==> src/rtl/nibble_serial_adder.sv <==
// Multi-cycle W-bit adder that sequences an external 4-bit adder one nibble per clock.
// Operands are captured on start; SUM/Cout are presented with a one-cycle done pulse.
module nibble_serial_adder #(
    parameter int NIBBLES = 4
) (
    input  logic                 clk,
    input  logic                 rst,
    input  logic                 start,
    input  logic [4*NIBBLES-1:0] X,
    input  logic [4*NIBBLES-1:0] Y,
    input  logic                 Cin,
    output logic                 busy,
    output logic                 done,
    output logic [4*NIBBLES-1:0] SUM,
    output logic                 Cout,
    output logic [3:0]           add_A,
    output logic [3:0]           add_B,
    output logic                 add_Cin,
    input  logic [3:0]           add_S,
    input  logic                 add_Cout
);
    localparam int W = 4 * NIBBLES;
    localparam logic [3:0] LAST = 4'(NIBBLES - 1);

    typedef enum logic [1:0] {IDLE, RUN, DONE} state_t;

    state_t         state_q, state_d;
    logic [W-1:0]   xr_q, xr_d;
    logic [W-1:0]   yr_q, yr_d;
    logic [W-1:0]   sum_q, sum_d;
    logic           carry_q, carry_d;
    logic           cout_q, cout_d;
    logic [3:0]     idx_q, idx_d;

    always_ff @(posedge clk or posedge rst) begin
        if (rst) begin
            state_q <= IDLE;
            xr_q    <= '0;
            yr_q    <= '0;
            sum_q   <= '0;
            carry_q <= 1'b0;
            cout_q  <= 1'b0;
            idx_q   <= '0;
        end else begin
            state_q <= state_d;
            xr_q    <= xr_d;
            yr_q    <= yr_d;
            sum_q   <= sum_d;
            carry_q <= carry_d;
            cout_q  <= cout_d;
            idx_q   <= idx_d;
        end
    end

    always_comb begin
        state_d = state_q;
        xr_d    = xr_q;
        yr_d    = yr_q;
        sum_d   = sum_q;
        carry_d = carry_q;
        cout_d  = cout_q;
        idx_d   = idx_q;
        case (state_q)
            IDLE: begin
                if (start) begin
                    xr_d    = X;
                    yr_d    = Y;
                    carry_d = Cin;
                    idx_d   = '0;
                    sum_d   = '0;
                    cout_d  = 1'b0;
                    state_d = RUN;
                end
            end
            RUN: begin
                for (int n = 0; n < NIBBLES; n++) begin
                    if (idx_q == 4'(n)) sum_d[4*n +: 4] = add_S;
                end
                carry_d = add_Cout;
                if (idx_q == LAST) begin
                    cout_d  = add_Cout;
                    state_d = DONE;
                end else begin
                    idx_d = idx_q + 4'd1;
                end
            end
            DONE:    state_d = IDLE;
            default: state_d = IDLE;
        endcase
    end

    // Adder operands come from registers only, and are forced to zero outside RUN.
    always_comb begin
        add_A   = 4'd0;
        add_B   = 4'd0;
        add_Cin = 1'b0;
        if (state_q == RUN) begin
            for (int n = 0; n < NIBBLES; n++) begin
                if (idx_q == 4'(n)) begin
                    add_A = xr_q[4*n +: 4];
                    add_B = yr_q[4*n +: 4];
                end
            end
            add_Cin = carry_q;
        end
    end

    assign busy = (state_q != IDLE);
    assign done = (state_q == DONE);
    assign SUM  = sum_q;
    assign Cout = cout_q;
endmodule

==> config.mk <==
export PLATFORM = sky130hd
export DESIGN_NAME = nibble_serial_adder
export DESIGN_NICKNAME = d
export VERILOG_FILES = /design/src/rtl/nibble_serial_adder.sv
export SDC_FILE = /design/constraint.sdc
export NUM_CORES = 1
export LEC_CHECK = 0
export CAP_MARGIN = 20
export CORE_ASPECT_RATIO = 0.9
export CORE_MARGIN = 5
export CORE_UTILIZATION = 44
export CTS_CLUSTER_SIZE = 24
export DETAILED_ROUTE_END_ITERATION = 6
export HOLD_SLACK_MARGIN = 0.05
export PLACE_DENSITY = 0.76
export RECOVER_POWER = 25
export SYNTH_ARGS = -nofsm -noshare
export SYNTH_HDL_FRONTEND = slang
export SYNTH_SLANG_ARGS = --single-unit
export TNS_END_PERCENT = 20
==> constraint.sdc <==
create_clock -name clk -period 2 [get_ports clk]
set_input_delay 0.5 -clock clk [delete_from_list [all_inputs] [get_ports clk]]
set_output_delay 0.5 -clock clk [all_outputs]
set_load 0.005 [all_outputs]
; Word-level counts from Yosys, hierarchy flattened
; Cells that the tools add are included.
[classes]
n_eq_ne = 11
n_reduce_logical = 12
addsub = 1
n_mux = 28
[ops]
columns = cell, count
row1 = $mux W4, 16
row2 = $pmux W16 S2, 1
row3 = $mux W16, 1
row4 = $reduce_and A3 Y1, 5
row5 = $ne A2 B2 Y1 const B, 6
row6 = $eq A4 B2 Y1 const B, 2
row7 = $pmux W4 S2, 1
row8 = $reduce_and A2 Y1, 3
row9 = $add A4 B1 Y4 const B, 1
row10 = $eq A4 B1 Y1 const B, 1
row11 = $logic_not A4 Y1, 1
row12 = $mux W1, 4
row13 = $mux W2, 2
row14 = $pmux W1 S2, 2
row15 = $pmux W2 S2, 1
row16 = $reduce_bool A2 Y1, 2
row17 = $eq A2 B1 Y1 const B, 1
row18 = $eq A2 B2 Y1 const B, 1
row19 = $logic_not A2 Y1, 1
[word_totals]
output_inout_bits = 28
inputBits = 41
reg_bits = 56

; Longest topological paths before layout
; Gate-level depths: netlist of the first run.
[depth]
word_depth = 6
depth_mapped = 6
mapped_depth_nobuf = 5

; Worst setup path after synthesis of the first run
; Ideal clock, no wire load.
[synth_path]
path_type = reg-to-output
start = register idx_q[0]
end = output port add_A[0]
t_arrival_ps = 1482
stages_incl_launch_ff = 6
path_slack_ps = 18
n_path_buf = 0
required_time_ps = 1500
path_cell_list = dfrtp_1 > inv_1 > ha_1 > nor4b_2 > o2bb2ai_1 > a32o_1
[synth_via]
elab_chain_cells = 6
word_cells_on_any_way = 9
[synth_lines]
columns = item, line_no
row1 = "start, declared", 33  ; logic [3:0] idx_q, idx_d;
row2 = "start signal, assigned", 51  ; idx_q <= idx_d;
row3 = $logic_not A4 Y1, 99  ; if (idx_q == 4'(n)) begin
row4 = $mux W4 (3 in a row), 99
row5 = $mux W4 *, 99
row6 = $mux W4 *, 97  ; if (state_q == RUN) begin
row7 = "end, declared", 16  ; output logic [3:0] add_A,
; Every way passes the cells marked *; elsewhere a longest branch is shown, timed or not.

; Worst setup path after layout of the first run
; Same ends and word-level chain as after synthesis.

==> run_results.csv, run 1 <==
group,metric,value,unit
yosys,synth.area.top_cells,"dfrtp_1 (50%), mux2_4 (16%), o21ai_0 (3.4%), nand3_1 (3.2%), nand2_1 (2.8%)",
timing,fin_ws,-0.431,ns
yosys,avgSynthCellArea,12.1,um^2
placement,routabilityCongestion,0.878,
clock_tree,cts_buffers,5,
global_route,grt_max_degree,57,
die,die_h,85.5,um
critical_path,cp_data_arrival_time,1.93,ns
detailed_routing,drc,0,
yosys,synthXorXnorAreaFrac,0,%
clock_tree,cts_sinks,56,
yosys,synth_top_family_by_area,"multiplexers",
detailed_routing,via_per_inst,5.20,
final_layout,diodes,0,
timing,finalCritPeriodShare,122,%
yosys,yosysTopAreaCell,"dfrtp_1",
hold_path,hp-class,"flip-flop to flip-flop",
detailed_routing,ant_nets,0,
timing,setup_viol,8,
yosys,ys.flop_type,"dfrtp_1",
timing,max_freq,0.411,GHz
clock_tree,clkLatencyLatePin,0.31,ns
yosys,synth_nets,275,
clock_tree,clk_path_buf_depth,2,
die,die-area,8030,um^2
critical_path,worstReg2RegStart,"state_q[0]$_DFFE_PP0P_",
yosys,synth-edff-count,0,
die,ios,69,
yosys,synth_cells,230,
die,coreArea,6150,um^2
clock_tree,cts_tree,"done",
detailed_routing,num_vias,2154,
power,totalPowerFinal,6.31,mW
die,num_rows,27,
die,initial_core_util,45.4,%
global_route,grt_pass1_wl,11400,um
yosys,synth-simple-area-share,12.9,%
critical_path,path_class,"flip-flop to output pin",
clock_tree,ctsRootBufferMaster,"clkbuf_8",
critical_path,worst_setup_path_end_kind,"output pin",
yosys,synth_most_common_cell,"dfrtp_1",
detailed_routing,wl_per_cell,16.3,um
yosys,yosysSeqAreaShare,50.2,%
timing,report.final.slew_viol_count,0,
yosys,synth_cell_type_count,39,
critical_path,critPathMaxFanout,8,
hold_path,hold_start,"xr_q[10]$_DFFE_PP0P_",
final_layout,final_nets,371,
yosys,ys_async_sr_fraction,100,%
yosys,synth_compound_area_share,12.1,%
timing,slew_headroom,18.3,%
detailed_routing,first_pass_iters,4,
yosys,synthesis.area,2790,um^2
detailed_routing,first_iter_violations,112,
timing,finClkSkew,0.00578,ns
timing,fin_crit,2.43,ns
placement,dp.cells,400,
final_layout,final_cells,414,
yosys,synth_mux_area_share,17.3,%
timing,hold_ws,0.521,ns
yosys,netlist_top_cells_count,"dfrtp_1 (56), mux2_4 (30), nand2_1 (21), o21ai_0 (19), nand3_1 (18)",
detailed_routing,routed_wl,6730,um
yosys,synthAdderAreaFrac,1.79,%
run_status,status,"complete, but fails checks",
placement,place_hpwl,4820,um
timing,rsz0062_at_grt,"yes",
placement,pre_cts_ws,-0.467,ns
critical_path,critPathLaunch,"idx_q[0]$_DFFE_PP0P_",
global_route,grt_pass1_vias,2350,
run_status,violations,"setup timing",
critical_path,worstPathRequired,1.50,ns
job,maxCapViolCount,0,
clock_tree,clk_pin_slew_worst_paths,0.10,ns
power,p_per_area,1590,nW/um^2
final_layout,drive_gt1_share,32.7,%
yosys,synth_top_cell_area_share,50.2,%
global_route,grt_use_total,17.6,%
final_layout,area_delta_synth_final,42.8,%
power,leakagePower,1.81,nW
clock_tree,htreeDepth,2,
timing,tightest_slew,1.22,ns
yosys,yosysWarnings,0,
global_route,grt.overflow.total,0,
critical_path,start_kind,"flip-flop",
power,ir_worst_vdd,778,uV
global_route,grt_antenna_before_repair,0,
placement,portBuffers,68,
yosys,ys_seq_elements,56,
timing,finalHoldViolCount,0,
die,die_w,93.9,um
[timing repair]
item | in CTS | in global routing
pin swaps | 9 | 4
setup buffers | 6 | 0
hold buffers | 0 | 0
endpoints found under the setup margin | 11 | 8
gates resized for setup | 60 | 8
[kinds of logic after synthesis]
logic type | count (synthesis)
and+or+nand+nor | 64
DFF | 56
buffers and inverters | 22
adders and majority gates | 4
muxes | 33
AOI/OAI and AO/OA | 51
[through the flow]
stage               utilization (%)  area (um^2)  TNS (ns)
floorplan                         -         2790         0
global placement               60.3         3710     -9.76
detailed placement             60.3         3710    -11.76
CTS                            64.4         3960     -3.03
global route                   64.8         3980     -4.00
finish                         64.8         3980     -3.15
[worst max-delay path, cell delays in order, from the launching register on]
cell,delay (ns)
dfrtp_2,0.48
inv_4,0.10
ha_4,0.19
nor3b_4,0.22
buf_6,0.17
nand2b_1,0.08
a32o_2,0.27
buf_2,0.12
[registers in the layout, indices dropped and copies added, names as in the netlist]
name	cells
carry_q	1
SUM	16
yr_q	16
Cout	1
xr_q	16
state_q	2
idx_q	4
[layer usage]
metal / part of all wire [%] / global-route usage (%) / up-vias / routed length, um
met5: 0 / 0 / - / 0
met4: 1.2 / 3.81 / 0 / 80
met3: 7.1 / 4.74 / 8 / 480
met2: 47 / 28.7 / 90 / 3190
met1: 44 / 23.6 / 1043 / 2990
li1: - / - / 1013 / -
[where the power goes]
part | switching [mW] | leakage [nW] | internal, mW
registers | 0.420 | 0.688 | 1.66
clock network | 0.360 | 0.0645 | 0.442
logic | 1.38 | 1.05 | 2.06
total | 2.16 | 1.81 | 4.16
[area by class of cell]
cell class              instances  area [um^2]
well taps                      87          109
multi-input cells             152         1350
repair buffers                103          958
inverters                       8         35.0
clock inverters                 1         30.0
clock buffers                   7         96.3
flip-flops and latches         56         1400
fillers                       491         2170
[final timing paths]
| check | to | slack (ns) | cells past startpoint |
|---|---|---|---|
| min in group asynchronous | SUM[8]$_DFFE_PP0P_ | 0.91 | 3 |
| setup / recovery | add_A[0] | -0.43 | 7 |
| max in group asynchronous | idx_q[0]$_DFFE_PP0P_ | 0.26 | 3 |
| hold / removal | xr_q[10]$_DFFE_PP0P_ | 0.52 | 1 |
| hold reg to reg | xr_q[10]$_DFFE_PP0P_ | 0.52 | 1 |
| setup reg to reg | SUM[5]$_DFFE_PP0P_ | 0.24 | 6 |
[placed cells by master (no fill, tap or decap), drive strengths merged]
cell	instances
mux2i	1
o211ai	1
ha	4
or3b	1
o22ai	2
and3	1
nand2	21
a21oi	9
dlygate4sd2	4
clkdlybuf4s50	57
inv	7
clkbuf	7
nand2b	7
nor4b	2
bufinv	1
o2bb2ai	6
nand3	18
or2b	1
a32o	6
clkinv	1
mux2	32
o221ai	1
nand3b	2
buf	41
nor2	2
and2	4
or2	2
a21boi	3
or3	1
o21ai	20
clkdlybuf4s15	1
dfrtp	56
o31ai	1
a221o	2
nor3b	2
(Power assumes the default switching activity.)
==> inputs of run 2 (changes only) <==
--- a/config.mk
+++ b/config.mk
@@ -6,13 +6,15 @@
 export NUM_CORES = 1
 export LEC_CHECK = 0
 export CAP_MARGIN = 20
+export CELL_PAD_IN_SITES_DETAIL_PLACEMENT = 0
+export CELL_PAD_IN_SITES_GLOBAL_PLACEMENT = 1
 export CORE_ASPECT_RATIO = 0.9
 export CORE_MARGIN = 5
-export CORE_UTILIZATION = 44
+export CORE_UTILIZATION = 35
 export CTS_CLUSTER_SIZE = 24
 export DETAILED_ROUTE_END_ITERATION = 6
 export HOLD_SLACK_MARGIN = 0.05
-export PLACE_DENSITY = 0.76
+export PLACE_DENSITY = 0.77
 export RECOVER_POWER = 25
 export SYNTH_ARGS = -nofsm -noshare
 export SYNTH_HDL_FRONTEND = slang
==> run 2 against run 1 <==
The run still ends with setup timing left. Core utilization is 13 points lower. Critical endpoint is now add_B[2]. Combinational power is 1% higher. Global-route usage shrank 3.8 points. Non-clock buffer count is 5 higher. Sequential power about the same. Worst hold slack worse by 0.012 ns. Critical path type unchanged. First-iteration DRC count increased by 23%. Sequential share of layout area shrank 0.12 points. Register-to-register slack about the same.
==> run_results.csv, run 2 (synthesis results as in run 1) <==
group,metric,value,unit
power,swShare,34.4,%
die,coreArea,7660,um^2
timing,max_freq,0.422,GHz
clock_tree,clkLatencyLatePin,0.31,ns
detailed_routing,ant_nets,0,
power,power_frac_comb,55.6,%
power,leakagePower,1.80,nW
power,intPower,4.11,mW
timing,hold_ws,0.509,ns
final_layout,n_fill_cell,679,
critical_path,worst_setup_path_end_kind,"output pin",
timing,rsz0062_at_grt,"yes",
clock_tree,clk_path_buf_depth,2,
detailed_routing,first_iter_violations,138,
run_status,status,"complete, but fails checks",
timing,finalCritPeriodShare,119,%
power,totalPowerFinal,6.26,mW
final_layout,drive_gt1_share,33.4,%
power,ir_worst_vdd,532,uV
run_status,violations,"setup timing",
global_route,grt_antenna_before_repair,0,
critical_path,critPathMaxFanout,6,
clock_tree,clk_pin_slew_worst_paths,0.10,ns
final_layout,layout_commonest_cell,"clkdlybuf4s50_1",
die,initial_core_util,36.4,%
placement,pre_cts_ws,-0.485,ns
clock_tree,ctsRootBufferMaster,"clkbuf_8",
hold_path,hp-class,"flip-flop to flip-flop",
global_route,grt.overflow.total,0,
critical_path,crit_chain,"buf_4 -> ha_4 -> buf_4 -> a21oi_1 -> o2bb2ai_2 -> a32o_1 -> buf_2",
die,die_w,104,um
detailed_routing,num_vias,2083,
critical_path,worstPathRequired,1.50,ns
global_route,grt_max_degree,57,
die,die-area,9860,um^2
clock_tree,cts_tree,"done",
power,p_per_area,1560,nW/um^2
placement,routabilityCongestion,0.741,
global_route,grt_use_total,13.8,%
power,p_sw,2.15,mW
detailed_routing,drc,0,
final_layout,layout_common_cells,"clkdlybuf4s50_1 (58), dfrtp_1 (53), buf_4 (31), mux2_4 (30), nand2_1 (21)",
clock_tree,postCtsHoldBufs,0,
power,p_seq_share,32.7,%
critical_path,cp_common_cell,"buf_4",
timing,tightest_slew,1.23,ns
detailed_routing,wl_per_cell,15.8,um
clock_tree,htreeDepth,2,
global_route,grt_pass1_vias,2087,
critical_path,cpPeakStageDelay,0.41,ns
critical_path,critical-path-slowest-cell,"dfrtp_1",
timing,fin_crit,2.37,ns
final_layout,final_cells,428,
detailed_routing,routed_wl,6760,um
placement,place_hpwl,4750,um
final_layout,diodes,0,
timing,setup_viol,8,
final_layout,area_delta_synth_final,43.4,%
job,maxCapViolCount,0,
clock_tree,cts_sinks,56,
global_route,grt_pass1_wl,11000,um
clock_tree,cts_buffers,5,
detailed_routing,first_pass_iters,4,
detailed_routing,via_per_inst,4.87,
placement,dp.cells,410,
timing,fin_ws,-0.371,ns
timing,slew_headroom,17.8,%
die,ios,69,
timing,finClkSkew,0.00630,ns
critical_path,cp_top_family,"compound AO/OA/AOI/OAI gates",
critical_path,path_class,"flip-flop to output pin",
critical_path,start_kind,"flip-flop",
timing,finalSetupTns,-2.72,ns
die,die_h,94.7,um
critical_path,cp_data_arrival_time,1.87,ns
timing,report.final.slew_viol_count,0,
placement,portBuffers,68,
die,num_rows,30,
critical_path,worst-path-buf-inv,3,
final_layout,final_nets,376,
power,clkPwrFrac,11.6,%
timing,finalHoldViolCount,0,
## run 2: power groups by stage
| stage | combinational (mW) | clock, mW | sequential [mW] |
|---|---|---|---|
| global route | 3.78 | 0.803 | 2.12 |
| finish | 3.48 | 0.729 | 2.05 |
| floorplan | 1.93 | 0 | 1.93 |
| CTS | 3.44 | 0.760 | 2.04 |
| detailed placement | 3.18 | 0 | 2.01 |
| global placement | 3.15 | 0 | 2.01 |
## run 2: path summary, 6_finish.rpt
path                                   startpoint                   end  slack (ns)  cells past startpoint
min                          xr_q[10]$_DFFE_PP0P_  xr_q[10]$_DFFE_PP0P_        0.51                      1
min in group asynchronous                     rst    SUM[0]$_DFFE_PP0P_        0.91                      3
max reg2reg                state_q[0]$_DFFE_PP0P_    SUM[5]$_DFFE_PP0P_        0.24                      6
min reg2reg                  xr_q[10]$_DFFE_PP0P_  xr_q[10]$_DFFE_PP0P_        0.51                      1
max in group asynchronous                     rst  idx_q[2]$_DFFE_PP0P_        0.27                      3
max                          idx_q[1]$_DFFE_PP0P_              add_B[2]       -0.37                      7
## run 2: per-stage QoR
stage	utilization (%)	area [um^2]
5_1_grt	52.2	4000
2_1_floorplan	-	2790
3_3_place_gp	48.6	3720
3_5_place_dp	48.6	3720
4_1_cts	52.2	4000
6_report	52.2	4000
## run 2: final cells by class
class | count | area (um^2) | share of cell area [%]
Tap cell | 96 | 120 | 3.00
Clock inverter | 3 | 42.5 | 1.06
Clock buffer | 5 | 68.8 | 1.72
Sequential cell | 56 | 1410 | 35.1
Multi-Input combinational cell | 152 | 1340 | 33.5
Inverter | 8 | 32.5 | 0.814
Timing Repair Buffer | 108 | 988 | 24.7
## run 2: repair_timing
action,4_1_cts,5_1_grt
cloned,0,0
gates resized for setup,64,3
setup buffers,10,0
setup endpoints to repair,11,9
pin swaps,13,4
## run 2: per-layer routing
metal,part of all wire (%),up-vias,track usage [%]
met5,0,-,0
met4,1.5,0,4.85
met3,3.8,8,3.35
met2,45,53,20.8
met1,49,1000,19.5
li1,-,1022,-
==> inputs of run 3 (changes only) <==
--- a/config.mk
+++ b/config.mk
@@ -5,7 +5,7 @@
 export SDC_FILE = /design/constraint.sdc
 export NUM_CORES = 1
 export LEC_CHECK = 0
-export CAP_MARGIN = 20
+export ABC_AREA = 0
 export CELL_PAD_IN_SITES_DETAIL_PLACEMENT = 0
 export CELL_PAD_IN_SITES_GLOBAL_PLACEMENT = 1
 export CORE_ASPECT_RATIO = 0.9
==> results of run 3 <==
No change in the layout: final DEF, timing and power equal those of run 2.
